**src/rtl/stream_demultiplexer.sv**
```systemverilog
// 1-to-2 packet demux: destination locked at the first beat of each packet.
// Packet counters are built only when STREAM_DEMUX_PKT_COUNT_EN is defined.
module stream_demultiplexer #(
   parameter int WORD_LENGHT = 8,
   parameter int COUNT_WIDTH = 8
) (
   input  logic                   clk,
   input  logic                   reset,
   input  logic                   Selector,
   input  logic [WORD_LENGHT-1:0] Data_In,
   input  logic                   In_Valid,
   input  logic                   In_Last,
   output logic                   In_Ready,
   output logic [WORD_LENGHT-1:0] Data_0,
   output logic [WORD_LENGHT-1:0] Data_1,
   output logic                   Valid_0,
   output logic                   Valid_1,
   output logic                   Last_0,
   output logic                   Last_1,
   input  logic                   Ready_0,
   input  logic                   Ready_1,
   output logic [COUNT_WIDTH-1:0] Packet_Count_0,
   output logic [COUNT_WIDTH-1:0] Packet_Count_1
);

   typedef enum logic [1:0] {
      IDLE    = 2'd0,
      ROUTE_0 = 2'd1,
      ROUTE_1 = 2'd2
   } state_t;

   state_t state_q, state_d;

   logic                   dest;
   logic                   accept;
   logic                   ld0, ld1;
   logic                   v0_q, v1_q;
   logic                   l0_q, l1_q;
   logic [WORD_LENGHT-1:0] d0_q, d1_q;

   always_comb begin
      dest     = Selector;
      state_d  = state_q;
      unique case (state_q)
         ROUTE_0: dest = 1'b0;
         ROUTE_1: dest = 1'b1;
         default: dest = Selector;
      endcase
      // Readiness only looks at the port this beat is heading to
      In_Ready = dest ? (!v1_q || Ready_1) : (!v0_q || Ready_0);
      accept   = In_Valid && In_Ready;
      if (accept) begin
         if (state_q == IDLE) begin
            if (!In_Last) state_d = dest ? ROUTE_1 : ROUTE_0;
         end else if (In_Last) begin
            state_d = IDLE;
         end
      end
   end

   assign ld0 = accept && !dest;
   assign ld1 = accept && dest;

   always_ff @(posedge clk or negedge reset) begin
      if (!reset) begin
         state_q <= IDLE;
         v0_q    <= 1'b0;
         v1_q    <= 1'b0;
         l0_q    <= 1'b0;
         l1_q    <= 1'b0;
         d0_q    <= '0;
         d1_q    <= '0;
      end else begin
         state_q <= state_d;
         if (ld0) begin
            d0_q <= Data_In;
            l0_q <= In_Last;
            v0_q <= 1'b1;
         end else if (v0_q && Ready_0) begin
            v0_q <= 1'b0;
         end
         if (ld1) begin
            d1_q <= Data_In;
            l1_q <= In_Last;
            v1_q <= 1'b1;
         end else if (v1_q && Ready_1) begin
            v1_q <= 1'b0;
         end
      end
   end

   assign Data_0  = d0_q;
   assign Data_1  = d1_q;
   assign Valid_0 = v0_q;
   assign Valid_1 = v1_q;
   assign Last_0  = l0_q;
   assign Last_1  = l1_q;

`ifdef STREAM_DEMUX_PKT_COUNT_EN
   logic [COUNT_WIDTH-1:0] c0_q, c1_q;

   always_ff @(posedge clk or negedge reset) begin
      if (!reset) begin
         c0_q <= '0;
         c1_q <= '0;
      end else begin
         if (v0_q && Ready_0 && l0_q) c0_q <= c0_q + COUNT_WIDTH'(1);
         if (v1_q && Ready_1 && l1_q) c1_q <= c1_q + COUNT_WIDTH'(1);
      end
   end

   assign Packet_Count_0 = c0_q;
   assign Packet_Count_1 = c1_q;
`else
   assign Packet_Count_0 = '0;
   assign Packet_Count_1 = '0;
`endif

endmodule

```
**config.mk**
```make
export PLATFORM = sky130hd
export DESIGN_NAME = stream_demultiplexer
export DESIGN_NICKNAME = d
export VERILOG_FILES = /design/src/rtl/stream_demultiplexer.sv
export SDC_FILE = /design/constraint.sdc
export NUM_CORES = 1
export LEC_CHECK = 0
export ABC_AREA = 1
export CORE_ASPECT_RATIO = 1.2
export CORE_MARGIN = 10
export CORE_UTILIZATION = 40
export DETAILED_ROUTE_END_ITERATION = 12
export GPL_ROUTABILITY_DRIVEN = 0
export HOLD_SLACK_MARGIN = 0.05
export PLACE_DENSITY = 0.9
export SETUP_SLACK_MARGIN = 0.2
export SYNTH_ARGS = -nofsm -noshare
export SYNTH_HDL_FRONTEND = slang
export SYNTH_SLANG_ARGS = --single-unit
```
**constraint.sdc**
```tcl
create_clock -name clk -period 1.7 [get_ports clk]
set_input_delay 0.51 -clock clk [delete_from_list [all_inputs] [get_ports clk]]
set_output_delay 0.51 -clock clk [all_outputs]
set_load 0.005 [all_outputs]
```
### Word level (Yosys, flattened, before mapping)

Cells that the tools add are included.

| storage, ports and cells | value |
|---|---|
| input bits | 15 |
| register bits | 22 |
| output and inout bits | 37 |
| word-level logic and storage cells | 35 |

| operators by class | value |
|---|---|
| muxes and demuxes | 10 |
| reductions and logical operators | 15 |
| eq/ne operators | 3 |

Operators with widths:

| operator | number |
|---|---|
| $mux W2 | 4 |
| $reduce_bool A2 Y1 | 3 |
| $logic_and A1 B1 Y1 | 5 |
| $mux W1 | 5 |
| $logic_not A1 Y1 | 3 |
| $reduce_and A3 Y1 | 1 |
| $eq A2 B1 Y1 const B | 1 |
| $eq A2 B2 Y1 const B | 1 |
| $logic_not A2 Y1 | 1 |
| $logic_or A1 B1 Y1 | 2 |
| $ne A2 B2 Y1 const B | 1 |
| $pmux W1 S2 | 1 |

### Longest topological paths before layout

| logic depth | value |
|---|---|
| word-level depth | 6 |
| depth in mapped cells | 10 |
| depth with buffers taken out | 10 |

### Worst setup path before layout

No wires, ideal clock.

| path | value |
|---|---|
| kind | register -> output |
| from | reg state_q[0] |
| to | out In_Ready |
| cell stages (with the launch flop) | 8 |
| data required time | 1190 ps |
| arrival | 1007 ps |
| buffers on the path | 0 |
| setup slack | 183 ps |
| path through | dfrtp_1 inv_1 ha_1 inv_1 nand2_2 nand2_4 nand2_1 nand2_1 |

| between the ends | value |
|---|---|
| longest elaborated chain between the ends | 3 |
| elaborated cells between the ends (all ways) | 4 |
| classes of those cells | eq/ne: 2; mux: 2 |

Ends and longest elaborated chain:

| what | line | text |
|---|---|---|
| from (decl) | 32 | `state_t state_q, state_d;` |
| from (signal assigned) | 74 | `state_q <= state_d;` |
| $eq A2 B2 Y1 or $eq A2 B1 Y1 (tied branches) | 44 | `unique case (state_q)` |
| $pmux W1 S2 * | 44 |  |
| $mux W1 * | 50 | `In_Ready = dest ? (!v1_q \|\| Ready_1) : (!v0_q \|\| Ready_0);` |
| to (decl) | 13 | `output logic In_Ready,` |

Mark *: on every way between the ends. The rest lies on a longest branch, timed or not.

### Final worst setup path

Same ends and word-level chain as after synthesis.

==> results.md <==
* TritonCTS clock tree: built
* Drt total wl at 3370 µm
* Core Util, Final at 69.7%
* Root Driver: clkbuf_4
* Fmax at 508 MHz
* Via count at 950
* Die area at 0.00524 mm²
* Placed Area at 0.00146 mm²
* FF+latch count, synth at 22
* CTS H-tree lvls at 1
* Number of diodes at 0
* Worst-skew pair later-pin latency at 300 ps
* Slew @ Worst Pin at 517 ps
* RSZ-0062 raised after global routing: true
* Final nets at 202
* Crit path kind: flip-flop to output pin
* Synth area leaders: dfrtp_1, buf_4, nand2_1
* Dpl cells at 192
* Initial Util at 42.5%
* Required time of the critical path at 1190 ps
* Core Footprint at 0.00258 mm²
* Crit path to: In_Ready
* Syn avg cell area at 9.13 µm²
* Final Cycle Share at 116%
* Final ANT Viol Nets at 0
* Die Wd at 67.8 µm
* Drt pass-1 iters at 4
* HP Class: flip-flop to flip-flop
* Crit Path Max Fanout at 3
* Final instance area at 0.00180 mm²
* Reg2reg end: state_q[0]$_DFFE_PN0P_
* R2r startpoint: state_q[0]$_DFFE_PN0P_
* Post-synthesis cell count at 120
* Die Y at 77.3 µm
* Arr. time, crit path at 1460 ps
* Port bufs at 35
* Syn Std Cell Area at 0.00110 mm²
* Share of layout cells above drive strength 1 at 36.4%
* Final worst setup slack at -270 ps
* Initial antenna violation count at 0
* Max rail drop VDD at 0.973 mV
* Largest net degree at the start of global routing at 23
* CTS buffer count at 3
* Area grow syn2layout at 63.9%
* Met3 usage at 3.16%
* Worst Hold Margin at 509 ps
* Final setup vio count at 3
* Global route overflow at 0
* Failing checks: setup timing
* Sequential share of the synthesized area at 50.2%
* Slew Limit Fails at 0
* Leakage power at 0.922 nW
* GR Util All Layers at 12.2%
* Synth Warn # at 0
* CP Launch Point: state_q[0]$_DFFE_PN0P_
* Status: finished, violations left
* R2R depth at 16
* Initial DRC count at 31
* Row count at 20
* Clock Skew at 7.33 ps
* Worst-path clk slew at 120 ps
* Drt wl/cell at 15.5 µm
* Number of remaining DRC errors at 0
* Yosys cell types at 16
* Vias in the first global route at 1,015
* Most Crowded Layer GR: met2
* Final non-filler cell total at 217
* Fillers at 207
* Maximum Capacitance Violations at 0
* First-pass GRT wire length at 4970 µm
* Grt met2 use at 22.9%
* IO Count at 52
* Final Hold Violating Endpoints at 0
* Setup TNS Final at -690 ps
* Startpoint types: flip-flop
* HPWL after detailed placement at 2120 µm
* Vias/cell at 4.38
* Yosys top cell by area: dfrtp_1
* Sink Count at 22
* Period minus WS final at 1970 ps
* Met1 GRT Util at 11.6%
* Clock tree buffer depth at 2
* R2R setup slack at -220 ps
* Max_slew headroom at 65.5%
* Setup crit end kind: output pin
* Pwr per Cell Area at 1750 mW/mm²
* Post-synth top area share at 50.2%
## worst min path at each step
stage	from	endpoint	depth (start not counted)
4_1_cts	Last_1$_DFFE_PN0P_	Last_1$_DFFE_PN0P_	2
5_1_grt	Data_0[6]$_DFFE_PN0P_	Data_0[6]$_DFFE_PN0P_	2
3_5_place_dp	Last_1$_DFFE_PN0P_	Last_1$_DFFE_PN0P_	2
6_report	Data_0[6]$_DFFE_PN0P_	Data_0[6]$_DFFE_PN0P_	2
2_1_floorplan	reset	Data_0[0]$_DFFE_PN0P_	0
3_3_place_gp	state_q[0]$_DFFE_PN0P_	state_q[0]$_DFFE_PN0P_	2
## sequential cells by signal, summed over array words and instances (netlist names)
signal,cells
Data_0,8
Last_0,1
Valid_0,1
Data_1,8
Last_1,1
state_q,2
Valid_1,1
## power breakdown
| group | total [mW] | internal, mW | switching [mW] |
|---|---|---|---|
| Combinational | 1.95 | 1.09 | 0.860 |
| Sequential | 0.917 | 0.768 | 0.149 |
| Clock | 0.284 | 0.131 | 0.153 |
## kinds of logic after synthesis
| family | count (synthesis) | synth area share (%) |
|---|---|---|
| AOI/OAI and AO/OA | 19 | 11.8 |
| other | 1 | 0.342 |
| DFF | 22 | 50.2 |
| buffers and inverters | 37 | 19.1 |
| adders and majority gates | 2 | 2.28 |
| and+or+nand+nor | 39 | 16.3 |
## cells in the mapped netlist
master and count:
a21oi_1 1, buf_2 2, buf_4 16, buf_6 1, conb_1 1, dfrtp_1 22, ha_1 2, inv_1 18
nand2_1 32, nand2_2 2, nand2_4 1, nand3_1 1, nand3_4 1, nand4_1 2, o21ai_1 9, o21ai_2 9
## critical path: stages, from the launching register on
cell and delay [ps]:
dfrtp_1 400, inv_2 70, ha_4 300, inv_4 40, nand2_4 70, nand2_4 50
nand2_2 60, nand2_2 60, buf_6 110
## what timing repair did
| action | in CTS | in global routing |
|---|---|---|
| hold buffers | 0 | 0 |
| setup buffers | 10 | 8 |
| pin swaps | 8 | 8 |
| setup endpoints to repair | 32 | 40 |
| cloned | 3 | 0 |
| resized for setup | 56 | 27 |
| hold endpoints to repair | 0 | 0 |
## cell usage in the layout, fill, tap and decap left out
cell,instances
a21oi_1,1
buf_4,16
buf_6,10
buf_8,1
clkbuf_2,1
clkbuf_4,3
clkbuf_8,1
clkdlybuf4s15_1,18
clkdlybuf4s50_1,13
conb_1,16
dfrtp_1,22
dlygate4sd2_1,2
ha_4,2
inv_1,15
inv_2,2
inv_4,1
nand2_1,19
nand2_2,13
nand2_4,3
nand3_2,1
nand3_4,4
nand4_1,2
o21ai_1,9
o21ai_2,9
## layer usage
metal / wire length [µm] / vias to the layer above
met5: 0 / -
met4: 41 / 0
met3: 259 / 2
met2: 1920 / 30
met1: 1150 / 448
li1: - / 470
## stage by stage
| stage | total power [mW] | setup WS, ps |
|---|---|---|
| 2_1_floorplan | 1.49 | 183 |
| 3_3_place_gp | 2.15 | -540 |
| 3_5_place_dp | 2.21 | -553 |
| 4_1_cts | 2.84 | -235 |
| 5_1_grt | 3.37 | -338 |
| 6_report | 3.15 | -270 |
## cell type report
type,instances,area [µm²],area share [%]
repair buffers,61,581,32.3
flip-flops and latches,22,551,30.6
multi-input cells,79,518,28.8
inverters,18,70.1,3.90
well taps,33,41.3,2.30
clock buffers,4,36.3,2.02
Note: power is estimated with default switching activity, not from simulation.
